--- src/rtl/udp_pixel_decoder_pkg.sv ---
// Shared protocol constants and types for the UDP pixel decoder and ledpanel blocks.
// Frame layout: MAGIC, OPCODE, PANEL_MASK, ADDR_HI, ADDR_LO, payload.
package udp_pixel_decoder_pkg;

    localparam logic [7:0] MAGIC_DEFAULT = 8'hC5;
    localparam logic [7:0] OP_PIXEL      = 8'h01;
    localparam logic [7:0] OP_LED        = 8'h02;
    localparam logic [3:0] CTRL_WR_PIXEL = 4'b0001;

    typedef enum logic [3:0] {
        ST_IDLE,
        ST_OP,
        ST_MASK,
        ST_AHI,
        ST_ALO,
        ST_PR,
        ST_PG,
        ST_PB,
        ST_LEDB,
        ST_DROP
    } state_t;

    // Build a mask with the low 'count' bits set, so that strobes never reach absent panels.
    function automatic logic [7:0] panelMask(input int count);
        logic [7:0] m;
        for (int i = 0; i < 8; i++) begin
            m[i] = (i < count);
        end
        return m;
    endfunction

endpackage

--- src/rtl/udp_pixel_decoder_sat_counter.sv ---
// Saturating event counter: it counts up by one per i_inc pulse and then holds at all-ones.
module sat_counter #(
    parameter int WIDTH = 8
) (
    input  logic             clock,
    input  logic             reset,
    input  logic             i_inc,
    output logic [WIDTH-1:0] o_count
);

    logic [WIDTH-1:0] r_count;

    always_ff @(posedge clock) begin
        if (reset) begin
            r_count <= '0;
        end else if (i_inc && (r_count != '1)) begin
            r_count <= r_count + {{(WIDTH-1){1'b0}}, 1'b1};
        end
    end

    assign o_count = r_count;

endmodule

--- src/rtl/udp_pixel_decoder.sv ---
// This module decodes framed UDP bytes into one-cycle pixel-write strobes on the ctrl bus.
// It also drives the status LED and the counters for good and bad frames.
module udp_pixel_decoder
    import udp_pixel_decoder_pkg::*;
#(
    parameter int         PANEL_COUNT = 6,
    parameter logic [7:0] MAGIC       = MAGIC_DEFAULT
) (
    input  logic        clock,
    input  logic        reset,
    input  logic        udp0_source_valid,
    input  logic        udp0_source_last,
    output logic        udp0_source_ready,
    input  logic [7:0]  udp0_source_data,
    input  logic        udp0_source_error,
    output logic [7:0]  ctrl_en,
    output logic [3:0]  ctrl_wr,
    output logic [15:0] ctrl_addr,
    output logic [23:0] ctrl_wdat,
    output logic        led_reg,
    output logic [15:0] pkt_count,
    output logic [7:0]  err_count
);

    localparam logic [7:0] PANEL_MASK = panelMask(PANEL_COUNT);

    state_t      r_state;
    logic        r_isLed;
    logic        r_ledDone;
    logic [7:0]  r_mask;
    logic [15:0] r_addr;
    logic [7:0]  r_red;
    logic [7:0]  r_green;
    logic [7:0]  r_ctrlEn;
    logic [3:0]  r_ctrlWr;
    logic [15:0] r_ctrlAddr;
    logic [23:0] r_ctrlWdat;
    logic        r_led;

    logic        w_accept;
    logic        w_lastAccept;
    logic        w_goodEnd;
    logic        w_errEnd;
    logic [7:0]  w_strobeEn;

    assign udp0_source_ready = ~reset;
    assign w_accept          = udp0_source_valid & udp0_source_ready;
    assign w_lastAccept      = w_accept & udp0_source_last;
    assign w_strobeEn        = r_mask & PANEL_MASK;

    // A frame is good only if it ends on a completed pixel triple or inside the LED payload.
    assign w_goodEnd = w_lastAccept & ~udp0_source_error &
                       ((r_state == ST_PB) || (r_state == ST_LEDB));
    assign w_errEnd  = w_lastAccept & ~w_goodEnd;

    always_ff @(posedge clock) begin
        if (reset) begin
            r_state    <= ST_IDLE;
            r_isLed    <= 1'b0;
            r_ledDone  <= 1'b0;
            r_mask     <= '0;
            r_addr     <= '0;
            r_red      <= '0;
            r_green    <= '0;
            r_ctrlEn   <= '0;
            r_ctrlWr   <= '0;
            r_ctrlAddr <= '0;
            r_ctrlWdat <= '0;
            r_led      <= 1'b0;
        end else begin
            r_ctrlEn <= '0;
            r_ctrlWr <= '0;
            if (w_accept) begin
                case (r_state)
                    ST_IDLE: r_state <= (udp0_source_data == MAGIC) ? ST_OP : ST_DROP;
                    ST_OP: begin
                        if (udp0_source_data == OP_PIXEL) begin
                            r_isLed <= 1'b0;
                            r_state <= ST_MASK;
                        end else if (udp0_source_data == OP_LED) begin
                            r_isLed <= 1'b1;
                            r_state <= ST_MASK;
                        end else begin
                            r_state <= ST_DROP;
                        end
                    end
                    ST_MASK: begin
                        r_mask  <= udp0_source_data;
                        r_state <= ST_AHI;
                    end
                    ST_AHI: begin
                        r_addr[15:8] <= udp0_source_data;
                        r_state      <= ST_ALO;
                    end
                    ST_ALO: begin
                        r_addr[7:0] <= udp0_source_data;
                        r_ledDone   <= 1'b0;
                        r_state     <= r_isLed ? ST_LEDB : ST_PR;
                    end
                    ST_PR: begin
                        r_red   <= udp0_source_data;
                        r_state <= ST_PG;
                    end
                    ST_PG: begin
                        r_green <= udp0_source_data;
                        r_state <= ST_PB;
                    end
                    ST_PB: begin
                        // A masked-off frame still advances the address but leaves the bus untouched.
                        if (w_strobeEn != 8'h00) begin
                            r_ctrlEn   <= w_strobeEn;
                            r_ctrlWr   <= CTRL_WR_PIXEL;
                            r_ctrlAddr <= r_addr;
                            r_ctrlWdat <= {r_red, r_green, udp0_source_data};
                        end
                        r_addr  <= r_addr + 16'd1;
                        r_state <= ST_PR;
                    end
                    ST_LEDB: begin
                        if (!r_ledDone) begin
                            r_led     <= udp0_source_data[0];
                            r_ledDone <= 1'b1;
                        end
                    end
                    ST_DROP: r_state <= ST_DROP;
                    default: r_state <= ST_IDLE;
                endcase
                if (udp0_source_last) begin
                    r_state <= ST_IDLE;
                end
            end
        end
    end

    sat_counter #(.WIDTH(16)) u_pktCounter (
        .clock  (clock),
        .reset  (reset),
        .i_inc  (w_goodEnd),
        .o_count(pkt_count)
    );

    sat_counter #(.WIDTH(8)) u_errCounter (
        .clock  (clock),
        .reset  (reset),
        .i_inc  (w_errEnd),
        .o_count(err_count)
    );

    assign ctrl_en   = r_ctrlEn;
    assign ctrl_wr   = r_ctrlWr;
    assign ctrl_addr = r_ctrlAddr;
    assign ctrl_wdat = r_ctrlWdat;
    assign led_reg   = r_led;

endmodule

--- config.mk ---
export PLATFORM = sky130hd
export DESIGN_NAME = udp_pixel_decoder
export DESIGN_NICKNAME = d
export VERILOG_FILES = /design/src/rtl/udp_pixel_decoder_pkg.sv /design/src/rtl/udp_pixel_decoder_sat_counter.sv /design/src/rtl/udp_pixel_decoder.sv
export SDC_FILE = /design/constraint.sdc
export NUM_CORES = 1
export LEC_CHECK = 0
export ABC_CLOCK_PERIOD_IN_PS = 2000
export CAP_MARGIN = 20
export CELL_PAD_IN_SITES_DETAIL_PLACEMENT = 1
export CELL_PAD_IN_SITES_GLOBAL_PLACEMENT = 1
export CORE_ASPECT_RATIO = 1.4
export CORE_MARGIN = 2
export CORE_UTILIZATION = 29
export CTS_CLUSTER_SIZE = 12
export DETAILED_ROUTE_END_ITERATION = 16
export HOLD_SLACK_MARGIN = 0.15
export PLACE_DENSITY = 0.73
export SYNTH_ARGS = -nofsm -noshare
export SYNTH_HDL_FRONTEND = slang
export SYNTH_SLANG_ARGS = --single-unit
--- constraint.sdc ---
create_clock -name clock -period 2 [get_ports clock]
set_input_delay 0.2 -clock clock [delete_from_list [all_inputs] [get_ports clock]]
set_output_delay 0.2 -clock clock [all_outputs]
set_load 0.005 [all_outputs]
==> summary.txt <==
Finish
  – Finished Cell Area: 0.00696 mm2
  – Multi-input logic area: 0.00246 mm2
  – FILL cells: 1988
  – Area growth syn-to-layout: 39.1%
  – Diode count: 0
  – Leading cell type in the layout, fill and taps excluded: nand2_1
  – FF+latch area: 0.00232 mm2
  – Most frequent cells in the layout: nand2_1 (125), dfxtp_1 (115), clkdlybuf4s50_1 (84)
  – Layout cells sized above 1: 0.135
  – Max FFs per register: 24
  – Final-stage net count: 756

Timing
  – RSZ-0062 raised after global routing: yes
  – Final Hold Viols: 0
  – Clk_skew: 0.00599 ns
  – Max Clk Rate: 506 MHz
  – Tcrit/Tclk final: 0.989
  – Slew HR: 0.590
  – Clock period minus worst slack: between 1.5 and 2 ns
  – Hold Slack: 0.356 ns
  – TNS Setup: 0 ns
  – Final setup fails: 0
  – Setup WS post-layout: 0.0228 ns
  – Final slew viol count: 0
  – Slew at the pin with the worst max-slew slack: between 0.6 and 0.7 ns

Global route
  – Total GRT Usage: 0.174
  – Grt ovf: 0
  – Largest net degree at the start of global routing: 39
  – Vias in the first global route: 5148
  – First-pass GRT wire length: 25.8 mm
  – Initial antenna violation count: 0

Detailed routing
  – DR vias: 4879
  – Iteration-0 DRC Markers: roughly 130
  – First-pass detailed-route iteration total: 4
  – Routed length per placed instance: 16.5 um
  – Via/cell ratio: slightly above 5
  – Drc violations: 0
  – Final wirelength: 15.8 mm
  – Final ANT Viol Nets: 0

Place
  – Dpl ws: -0.173 ns
  – GP Congestion: 0.887
  – Placed inst area: 0.00631 mm2
  – Detailed Place HPWL: 11.4 mm
  – # port buffers: 85

CTS
  – Inserted Clock Buffers: 17
  – Clock Root Buffer: clkbuf_16
  – CTS tree: done
  – Reg clk slew, reported paths: approximately 0.060 ns
  – Clk_lat worst skew: 0.41 ns
  – TritonCTS Sinks: 116
  – Post-CTS Hold Fix Bufs: 0
  – H-tree depth: 4
  – Clock buffer depth: 2

Worst hold path
  – Hold_sp: reset
  – Hold endpoint: r_addr[2]$_SDFFE_PP0P_
  – Worst Hold Class: in -> reg
  – Hold Path Stages: 3

Synth
  – Seq/Total Area, Yosys: 0.464
  – Syn_area_per_cell: around 8 um2
  – Cell Area, Synth: around 0.005 mm2
  – Yosys warns: 0
  – EDFF count, synth: 0
  – Async set or reset register ratio after synthesis: 0
  – FF+latch count, synth: 116
  – Post-Syn Instances: 624
  – Distinct cell type count after synthesis: 58
  – Ys flop type: dfxtp_1

Critical path
  – Worst path required time: 2.34 ns
  – Worst path arrival time: 2.31 ns
  – Critical path class: reg -> reg
  – Crit end category: flip-flop
  – Worst-case reg-to-reg path depth: 5
  – CP Launch Type: flip-flop
  – Worst R2R End: u_pktCounter.o_count[8]$_SDFFE_PP0P_
  – CP max FO: 6
  – Critical R2R Launch: r_state[2]$_SDFFE_PP0P_
  – Flop2flop setup slack: 0.02 ns

Power
  – Pint: 4.26 mW
  – Gate power share: 0.043
  – Leak: ~2.5 nW
  – Switching share of power: 0.227
  – PD cells: approximately 800 mW/mm2
  – Peak supply drop: 340 uV
  – Clock power frac: 0.535
  – Psw: 1.25 mW
  – Flop pwr share: 0.422

Die
  – Die area: 0.0183 mm2
  – Die Ht: 159 um
  – Die width: 115 um
  – Starting Density: 0.297
  – I/O pin cnt: 91
  – Rows: 56
  – Core area: 0.0168 mm2

Flow run
  – Max Cap Viol: 0

Status
  – Status: finished clean
## layer usage
layer,up-vias,track usage,wire length (um)
met4,0,0.0674,276
met3,17,0.0388,461
met5,-,0,0
met2,98,0.312,8370
li1,2400,-,-
met1,2364,0.198,6650
## per-stage QoR
step                      power, mW  std cells  utilization
after floorplan                2.49        628            -
after global placement         2.60        921        0.375
after detailed placement       2.61        921        0.375
after CTS                      5.57        954        0.411
after global routing           5.71        956        0.414
final                          5.51        956        0.414
## Yosys cell counts, drive strengths merged, types with 4 or more instances
| library cell | number | area [um2] |
|---|---|---|
| nor4 | 5 | 31.3 |
| buf | 13 | 85.1 |
| a21oi | 69 | 349 |
| clkbuf | 32 | 120 |
| nand3 | 34 | 170 |
| and3 | 13 | 81.3 |
| mux2i | 4 | 40.0 |
| inv | 16 | 60.1 |
| nand2 | 125 | 469 |
| nor2 | 38 | 143 |
| o21ai | 52 | 268 |
| and2 | 4 | 25.0 |
| xnor2 | 7 | 61.3 |
| nor3 | 15 | 75.1 |
| or3 | 5 | 31.3 |
| o211ai | 4 | 30.0 |
| o21a | 6 | 45.0 |
| xor2 | 4 | 35.0 |
| nand3b | 5 | 37.5 |
| dfxtp | 116 | 2320 |
## power by group through the flow
| stage | Combinational [mW] | Clock, mW | Sequential, mW |
|---|---|---|---|
| floorplan | 0.115 | 0 | 2.37 |
| global placement | 0.227 | 0 | 2.37 |
| detailed placement | 0.233 | 0 | 2.38 |
| CTS | 0.236 | 3.01 | 2.33 |
| global route | 0.254 | 3.13 | 2.32 |
| finish | 0.235 | 2.95 | 2.33 |
## layout make-up
class                   count  share of cell area
clock inverters            10              0.0142
multi-input cells         451               0.354
repair buffers            138               0.183
clock buffers              22              0.0696
inverters                  16             0.00863
well taps                 203              0.0365
flip-flops and latches    116               0.334
## kinds of logic after synthesis
kind of cell | synth area share
other | 0.000750
adder cells (fa/ha/maj) | 0.00751
buffers and inverters | 0.0530
XOR/XNOR | 0.0193
AND/OR/NAND/NOR | 0.246
AO/OA/AOI/OAI | 0.201
flip-flops | 0.464
multiplexers | 0.00801
## critical path: stages (launching register included)
cell	delay, ns
dfxtp_2	0.32
or4b_4	0.60
a2111oi_4	0.36
o21ai_2	0.14
or3_1	0.33
a21oi_1	0.16
## worst max-delay path by stage
stage                                             to  cells past startpoint                     from  slack (ns)
2_1_floorplan  u_pktCounter.o_count[11]$_SDFFE_PP0P_                      6  r_state[2]$_SDFFE_PP0P_        0.01
3_3_place_gp                  r_addr[4]$_SDFFE_PP0P_                      8        udp0_source_valid       -0.14
3_5_place_dp                  r_addr[4]$_SDFFE_PP0P_                      8        udp0_source_valid       -0.17
4_1_cts        u_pktCounter.o_count[11]$_SDFFE_PP0P_                      5  r_state[2]$_SDFFE_PP0P_        0.01
5_1_grt         u_pktCounter.o_count[8]$_SDFFE_PP0P_                      5  r_state[2]$_SDFFE_PP0P_       -0.07
6_report        u_pktCounter.o_count[8]$_SDFFE_PP0P_                      5  r_state[2]$_SDFFE_PP0P_        0.02
## timing repair
| action | CTS | global route |
|---|---|---|
| endpoints found under the setup margin | 5 | 48 |
| gates cloned | 0 | 1 |
| buffers inserted | 1 | 1 |
| pin swaps | 2 | 7 |
| gates resized for setup | 1 | 7 |
| endpoints found under the hold margin | 0 | 0 |
Note: power is estimated with default switching activity, not from simulation.
